==> src/rtl/beat_generator.sv <==
`default_nettype none
// ============================================================================
//  Module      : beat_generator
//  Description : Tempo source. Divides the system clock into one-cycle beat
//                strobes at one of four tempos, with a mid-beat half_beat
//                strobe, a running beat index and pause/resume support.
//  Revision    : 1.0 - initial release
// ============================================================================
module beat_generator #(
    parameter int DIV0   = 12_000_000,
    parameter int DIV1   = 8_000_000,
    parameter int DIV2   = 6_000_000,
    parameter int DIV3   = 4_800_000,
    parameter int CNT_W  = 24,
    parameter int BEAT_W = 8
) (
    input  logic              clk,
    input  logic              n_rst,
    input  logic              start,
    input  logic              pause,
    input  logic [1:0]        tempo_sel,
    input  logic              finish,
    output logic              beat_clk,
    output logic              half_beat,
    output logic [BEAT_W-1:0] beat_idx,
    output logic              running
);

    localparam logic [1:0] c_IDLE  = 2'd0;
    localparam logic [1:0] c_RUN   = 2'd1;
    localparam logic [1:0] c_PAUSE = 2'd2;
    localparam logic [1:0] c_DONE  = 2'd3;

    localparam logic [CNT_W-1:0]  c_DIV0    = CNT_W'(DIV0);
    localparam logic [CNT_W-1:0]  c_DIV1    = CNT_W'(DIV1);
    localparam logic [CNT_W-1:0]  c_DIV2    = CNT_W'(DIV2);
    localparam logic [CNT_W-1:0]  c_DIV3    = CNT_W'(DIV3);
    localparam logic [CNT_W-1:0]  c_CNT_ONE = CNT_W'(1);
    localparam logic [BEAT_W-1:0] c_IDX_ONE = BEAT_W'(1);

    logic [1:0]        r_state;
    logic [CNT_W-1:0]  r_presc;
    logic [CNT_W-1:0]  r_div_q;
    logic [BEAT_W-1:0] r_beat_idx;
    logic              r_beat_clk;
    logic              r_half_beat;
    logic [CNT_W-1:0]  w_sel_div;
    logic              w_wrap;
    logic              w_mid;

    // Period selected by tempo_sel; only consumed when a start is accepted.
    always_comb begin
        w_sel_div = c_DIV0;
        case (tempo_sel)
            2'd1:    w_sel_div = c_DIV1;
            2'd2:    w_sel_div = c_DIV2;
            2'd3:    w_sel_div = c_DIV3;
            default: w_sel_div = c_DIV0;
        endcase
    end

    // Last prescaler count of a beat, and the count that precedes mid-beat.
    assign w_wrap = (r_presc == (r_div_q - c_CNT_ONE));
    assign w_mid  = (r_presc == ((r_div_q >> 1) - c_CNT_ONE));

    // Song state, prescaler and strobes. A counting edge happens in RUN or
    // PAUSE whenever pause is low and finish is not asserted, so the edge that
    // resumes from PAUSE already advances the prescaler: each pause-high cycle
    // delays the next beat by exactly one cycle.
    always_ff @(posedge clk or negedge n_rst) begin
        if (!n_rst) begin
            r_state     <= c_IDLE;
            r_presc     <= '0;
            r_div_q     <= c_DIV0;
            r_beat_idx  <= '0;
            r_beat_clk  <= 1'b0;
            r_half_beat <= 1'b0;
        end else begin
            r_beat_clk  <= 1'b0;
            r_half_beat <= 1'b0;
            case (r_state)
                c_IDLE, c_DONE: begin
                    if (start) begin
                        r_state    <= c_RUN;
                        r_presc    <= '0;
                        r_beat_idx <= '0;
                        r_div_q    <= w_sel_div;
                    end
                end
                c_RUN, c_PAUSE: begin
                    if (finish) begin
                        r_state <= c_DONE;
                    end else if (pause) begin
                        r_state <= c_PAUSE;
                    end else begin
                        r_state <= c_RUN;
                        if (w_wrap) begin
                            r_presc    <= '0;
                            r_beat_clk <= 1'b1;
                            r_beat_idx <= r_beat_idx + c_IDX_ONE;
                        end else begin
                            r_presc <= r_presc + c_CNT_ONE;
                        end
                        if (w_mid) begin
                            r_half_beat <= 1'b1;
                        end
                    end
                end
                default: r_state <= c_IDLE;
            endcase
        end
    end

    assign beat_clk  = r_beat_clk;
    assign half_beat = r_half_beat;
    assign beat_idx  = r_beat_idx;
    assign running   = (r_state == c_RUN) || (r_state == c_PAUSE);

endmodule
`default_nettype wire

==> config.mk <==
export PLATFORM = sky130hd
export DESIGN_NAME = beat_generator
export DESIGN_NICKNAME = d
export VERILOG_FILES = /design/src/rtl/beat_generator.sv
export SDC_FILE = /design/constraint.sdc
export NUM_CORES = 1
export LEC_CHECK = 0
export CAP_MARGIN = 10
export CELL_PAD_IN_SITES_DETAIL_PLACEMENT = 0
export CELL_PAD_IN_SITES_GLOBAL_PLACEMENT = 1
export CORE_MARGIN = 2
export CORE_UTILIZATION = 40
export DETAILED_ROUTE_END_ITERATION = 7
export PLACE_DENSITY_LB_ADDON = 0.1
export RECOVER_POWER = 50
export SKIP_CTS_REPAIR_TIMING = 1
export SLEW_MARGIN = 5
export SYNTH_ARGS = -nofsm -noshare
export SYNTH_HDL_FRONTEND = slang
export SYNTH_SLANG_ARGS = --single-unit
==> constraint.sdc <==
create_clock -name clk -period 3.8 [get_ports clk]
set_input_delay 0.38 -clock clk [delete_from_list [all_inputs] [get_ports clk]]
set_output_delay 0.38 -clock clk [all_outputs]
set_load 0.03 [all_outputs]
## Word-level counts from Yosys, hierarchy flattened

Index checks and enable logic that the tools add are counted.

| storage, ports and cells | value |
|---|---|
| register bits after elaboration | 60 |
| bits in latches | 0 |
| RAM bits | 0 |
| memory bits (read-only) | 0 |
| input bits | 7 |
| output and inout port bits | 11 |
| logic and storage cells | 52 |
| memories kept | 0 |

| cells by class | value |
|---|---|
| add/sub/neg operators | 4 |
| multipliers | 0 |
| divide/modulo/power cells | 0 |
| order comparisons | 0 |
| equal/unequal tests | 12 |
| shift-type cells | 0 |
| muxes and demuxes | 23 |
| bitwise gates (word level) | 0 |
| reductions and logical operators | 7 |

Operator list:

| kind | count |
|---|---|
| $mux 24 | 4 |
| $pmux 24 s3 | 1 |
| $eq 24x24->1 | 2 |
| $pmux 24 s2 | 1 |
| $mux 8 | 4 |
| $add 24x1->24 const B | 1 |
| $sub 23x1->24 const B | 1 |
| $sub 24x1->24 const B | 1 |
| $pmux 8 s2 | 1 |
| $add 8x1->8 const B | 1 |
| $eq 2x2->1 const B | 4 |
| $mux 1 | 8 |
| $ne 2x2->1 const B | 4 |
| $mux 2 | 3 |
| $eq 2x1->1 const B | 2 |
| $pmux 2 s2 | 1 |
| $reduce_and 4->1 | 1 |
| $reduce_or 2->1 | 2 |
| $reduce_and 3->1 | 1 |
| $logic_not 2->1 | 1 |
| $reduce_and 2->1 | 1 |
| $logic_or 1x1->1 | 1 |

## Longest topological paths before layout

Gate-level depths: netlist of the first run.

| depth | value |
|---|---|
| depth after elaboration | 6 |
| depth in mapped cells | 14 |
| gate-level depth less buffers | 10 |

## Worst setup path after synthesis of the first run

OpenSTA, ideal clock, no wires.

| path | value |
|---|---|
| kind | register -> register |
| start | reg r_div_q[15] |
| end | reg r_beat_idx[3], in the netlist beat_idx[3] |
| library setup time | 0.120 ns |
| arrival time | 3.161 ns |
| required time | 3.680 ns |
| path slack | 0.520 ns |
| cell stages (with the launch flop) | 15 |
| path buffers | 4 |
| period minus slack after synthesis | 3.280 ns |
| cells stage by stage | dfrtp_1 buf_2 inv_1 ha_1 or4b_1 buf_2 o31ai_4 o22ai_1 or3_1 or4_1 buf_2 a21oi_4 buf_6 a21oi_2 a31o_1 |

| between the ends | value |
|---|---|
| word-level cells in the longest chain between the ends | 4 |

RTL lines:

| element | RTL line | source |
|---|---|---|
| from (decl) | 43 | `logic [CNT_W-1:0] r_div_q;` |
| from (signal assigned) | 74 | `r_div_q <= c_DIV0;` |
| from (signal assigned) | 87 | `r_div_q <= w_sel_div;` |
| $sub 24x1->24 | 63 | `assign w_wrap = (r_presc == (r_div_q - c_CNT_ONE));` |
| $eq 24x24->1 | 63 |  |
| $ne 2x2->1 (no line) | n/a |  |
| $reduce_and 4->1 (no line) | n/a |  |
| to (signal assigned) | 100 | `r_beat_idx <= r_beat_idx + c_IDX_ONE;` |
| to (decl) | 44 | `logic [BEAT_W-1:0] r_beat_idx;` |

No other way between the ends.
A chain may end at the register's enable or synchronous reset.

## Worst setup path in the final report of the first run

| path | value |
|---|---|
| start | reg r_div_q[15] |
| end | reg r_beat_idx[1], in the netlist beat_idx[1] |

The elaborated chain is that of the path after synthesis.

==> results by group, run 1 <==
Critical path
  • R2r worst-path depth: 11
  • Critical Setup Path Class: reg2reg
  • Largest delay share family, worst path: simple AND/OR/NAND/NOR gates
  • R2R Setup Slk: 0.38 ns
  • Worst r2r src: r_div_q[15]$_DFFE_PN0P_
  • Max incr delay on CP: 0.64 ns
  • End of the worst register-to-register path: beat_idx[1]$_DFFE_PN0P_
  • Crit-path slowest cell: or4b_1
  • Worst endpoint data arrival time: 3.63 ns
  • Critical path startpoint category: flip-flop
  • CP required: 4.02 ns
  • Max FO, Critical Path: 23
  • Buf+Inv Stages, Crit Path: 2
  • Critical Path Start: r_div_q[15]$_DFFE_PN0P_
  • Crit end category: flip-flop
  • Crit-path cells: inv_1 -> ha_1 -> or4b_1 -> a2111oi_1 -> a2bb2oi_1 -> o2111ai_1 -> or4_1 -> a21oi_4 -> buf_12 -> nand3_1 -> o21ai_0

Floorplanning
  • Initial core utilization: 41.0%
  • Die area: 0.00862 mm²
  • I/O pin cnt: 18
  • Core Region: 0.00769 mm²
  • Die Y: 92.8 µm
  • Rows: 32
  • Die width: 92.8 µm

Cells and area
  • Area Growth Syn to Fin: 10.9%
  • N_diodes: 0
  • Reg area: 0.00116 mm²
  • Share of post-route cells with drive strength above 1: 9.31%
  • Filler cell count in the final layout: 797
  • Final Util: 45.5%
  • Area of the multi-input gates: 0.00182 mm²
  • Fin nets: 385

Synth
  • Syn_nets: 381
  • YS warnings: 0
  • Synth Instances: 371
  • Post-Syn Area per Cell: 8.51 µm²
  • Distinct cell type count after synthesis: 63
  • Main flop type after synthesis: dfrtp_1
  • Number of flops mapped to enable cells by yosys: 0
  • Mapped Area: 0.00316 mm²
  • FFs w/ async S/R, synth: 100%
  • Post-synthesis sequential area ratio: 36.7%
  • Synth Register Bits: 46

Global routing
  • First-pass GRT wire length: 13.1 mm
  • Vias in the first global route: 2496
  • Global router's overall resource usage: 19.5%
  • Largest net degree at the start of global routing: 47
  • Initial antenna violation count: 0
  • Overflow after GRT: 0

Timing
  • Final setup violation count: 0
  • Clock Skews: 0.00540 ns
  • Final Slew Violations: 47
  • Endpoints failing hold: 0
  • Fmax: 293 MHz
  • RSZ-0062 raised after global routing: no
  • Slew margin rel.: -72.2%
  • Final worst setup slack: 0.384 ns
  • Tcrit/Tclk final: 89.9%
  • Fin crit period: 3.42 ns
  • Worst-Margin Slew: 2.58 ns
  • Setup TNS: 0 ns

Routing
  • Post-route ant nets: 0
  • Via count: 2631
  • 1st-iter DRT viols: 112
  • Drt first pass iters: 4
  • Per-cell routed wire length: 16.7 µm
  • DRC viols: 0
  • Routed wire length: 7.97 mm
  • Avg Vias per Cell: 5.50

Status
  • Failing checks: capacitance limit, slew limit
  • Status: finished, violations left

Placement
  • DP Worst Slack: 0.431 ns
  • Placed wire-length estimate: 5.73 mm
  • Buffers on Ports: 17
  • GP Congestion: 0.922

Pwr
  • Power Internal: 1.14 mW
  • Cell area power density: 577 mW/mm²
  • Switch Pwr: 879 µW
  • Static leakage power: 1.40 nW
  • VDD IR max: 0.000349 V
  • Sw Share: 43.5%
  • Sequential share of power: 37.8%
  • Comb pwr share: 45.3%
  • Clock share of power: 17.0%

Hold path
  • Worst hold path class: reg2reg
  • Worst hold stages: 1
  • Worst Hold Endpoint: r_presc[1]$_DFFE_PN0P_
  • Min-Delay Startpoint: r_presc[1]$_DFFE_PN0P_

Job
  • Max-cap viol count: 1

CTS
  • CTS root buffer: clkbuf_8
  • CTS tree: done
  • CTS Buf Count: 5
  • Clk sinks: 46
  • Clk Latency, worst-skew pair: 0.30 ns
  • Max Root-Sink Buffers: 2
  • Clock slew at reported path FFs: 0.09 ns
  • # H-tree levels: 2
[worst max path at each step]
| stage | endpoint | slack [ns] | cells past startpoint |
|---|---|---|---|
| floorplan | beat_idx[3]$_DFFE_PN0P_ | 0.52 | 14 |
| global placement | beat_idx[6]$_DFFE_PN0P_ | 0.42 | 11 |
| detailed placement | beat_idx[1]$_DFFE_PN0P_ | 0.43 | 11 |
| CTS | beat_idx[1]$_DFFE_PN0P_ | 0.40 | 11 |
| global route | beat_idx[6]$_DFFE_PN0P_ | 0.25 | 11 |
| finish | beat_idx[1]$_DFFE_PN0P_ | 0.38 | 11 |
[sequential cells by signal, summed over array words and instances (netlist names)]
signal	count
r_div_q	10
half_beat	1
beat_clk	1
beat_idx	8
r_state	2
r_presc	24
[worst register-to-register path, cell delays in order, from the launching register on]
cell	delay [ns]
dfrtp_1	0.38
inv_1	0.07
ha_1	0.20
or4b_1	0.64
a2111oi_1	0.39
a2bb2oi_1	0.21
o2111ai_1	0.12
or4_1	0.61
a21oi_4	0.33
buf_12	0.20
nand3_1	0.08
o21ai_0	0.09
[cell usage after synthesis (7+ instances only)]
cell	count	area, µm²
nand2b_1	7	43.8
xnor2_1	32	280
nor3_1	9	45.0
nand2_1	37	139
nor4_1	10	62.6
xor2_1	18	158
dfrtp_1	40	1000
clkbuf_1	16	60.1
nand3_1	16	80.1
inv_1	8	30.0
nor2_1	49	184
a21oi_1	7	35.0
and3_1	8	50.1
o21ai_0	15	75.1
[power by group through the flow]
stage                     logic, mW  registers, mW  clock network, mW
after floorplan               0.744          0.688                  0
after global placement        0.917          0.772                  0
after detailed placement      0.921          0.771                  0
after CTS                     0.926          0.762              0.358
after global routing           1.02          0.784              0.380
final                         0.914          0.763              0.343
[placed cells by master (no fill, tap or decap), drive strengths merged, types with 2 or more instances in the layout]
cell type      Yosys  final
dfrtp             40     40
nor2b              5      5
nor4              11     11
o31ai              2      2
clkbuf            16      8
nand2b             7      7
inv                9      9
o22ai              3      3
dlygate4sd3        0      2
o21ai             15     15
mux2i              5      5
or4                6      6
a21oi             10     10
nor3               9      9
clkdlybuf4s50      0     14
a2111o             3      3
or3                3      3
a2111oi            3      3
a31o               2      2
nand2             37     37
nand3             16     16
nor4b              2      2
and2               3      3
o2111ai            2      2
buf               14     10
xnor2             32     32
a21o               4      4
nand4              6      6
ha                 3      3
and3               8      8
xor2              18     18
nor2              49     49
dfstp              6      6
a31oi              2      2
[final cells by class]
type | instances | area share [%]
clock buffers | 7 | 2.75
inverters | 9 | 0.966
flip-flops and latches | 46 | 33.1
well taps | 102 | 3.65
multi-input cells | 286 | 52.1
clock inverters | 1 | 0.250
repair buffers | 27 | 7.19
[metrics by stage]
step | cells | hold slack, ns | total power, mW | instance area [µm²]
global placement | 470 | 0.529 | 1.69 | 3390
CTS | 478 | 0.310 | 2.05 | 3500
finish | 478 | 0.548 | 2.02 | 3500
global route | 478 | 0.571 | 2.18 | 3500
floorplan | 371 | 0.0844 | 1.43 | 3160
detailed placement | 470 | 0.524 | 1.69 | 3390
[metal layers]
layer  share of wire (%)  global-route usage, %
met1                  47                   27.3
met2                  47                   31.8
met3                 4.2                   2.60
met4                 1.8                   5.39
met5                   0                      0
[cell families after synthesis]
group	share of synthesized area, %
multiplexers	1.94
buffers and inverters	5.55
AO/OA/AOI/OAI	14.0
XOR/XNOR	13.9
flip-flops	36.7
adder cells (fa/ha/maj)	1.19
AND/OR/NAND/NOR	26.7
No activity file was read; power rests on OpenSTA's default activity.
==> inputs of run 2 (changes only) <==
CTS_CLUSTER_DIAMETER = 30   (was not set)
==> results of run 2 <==
Same layout as run 1: the final DEF is identical, and so are final timing and power.
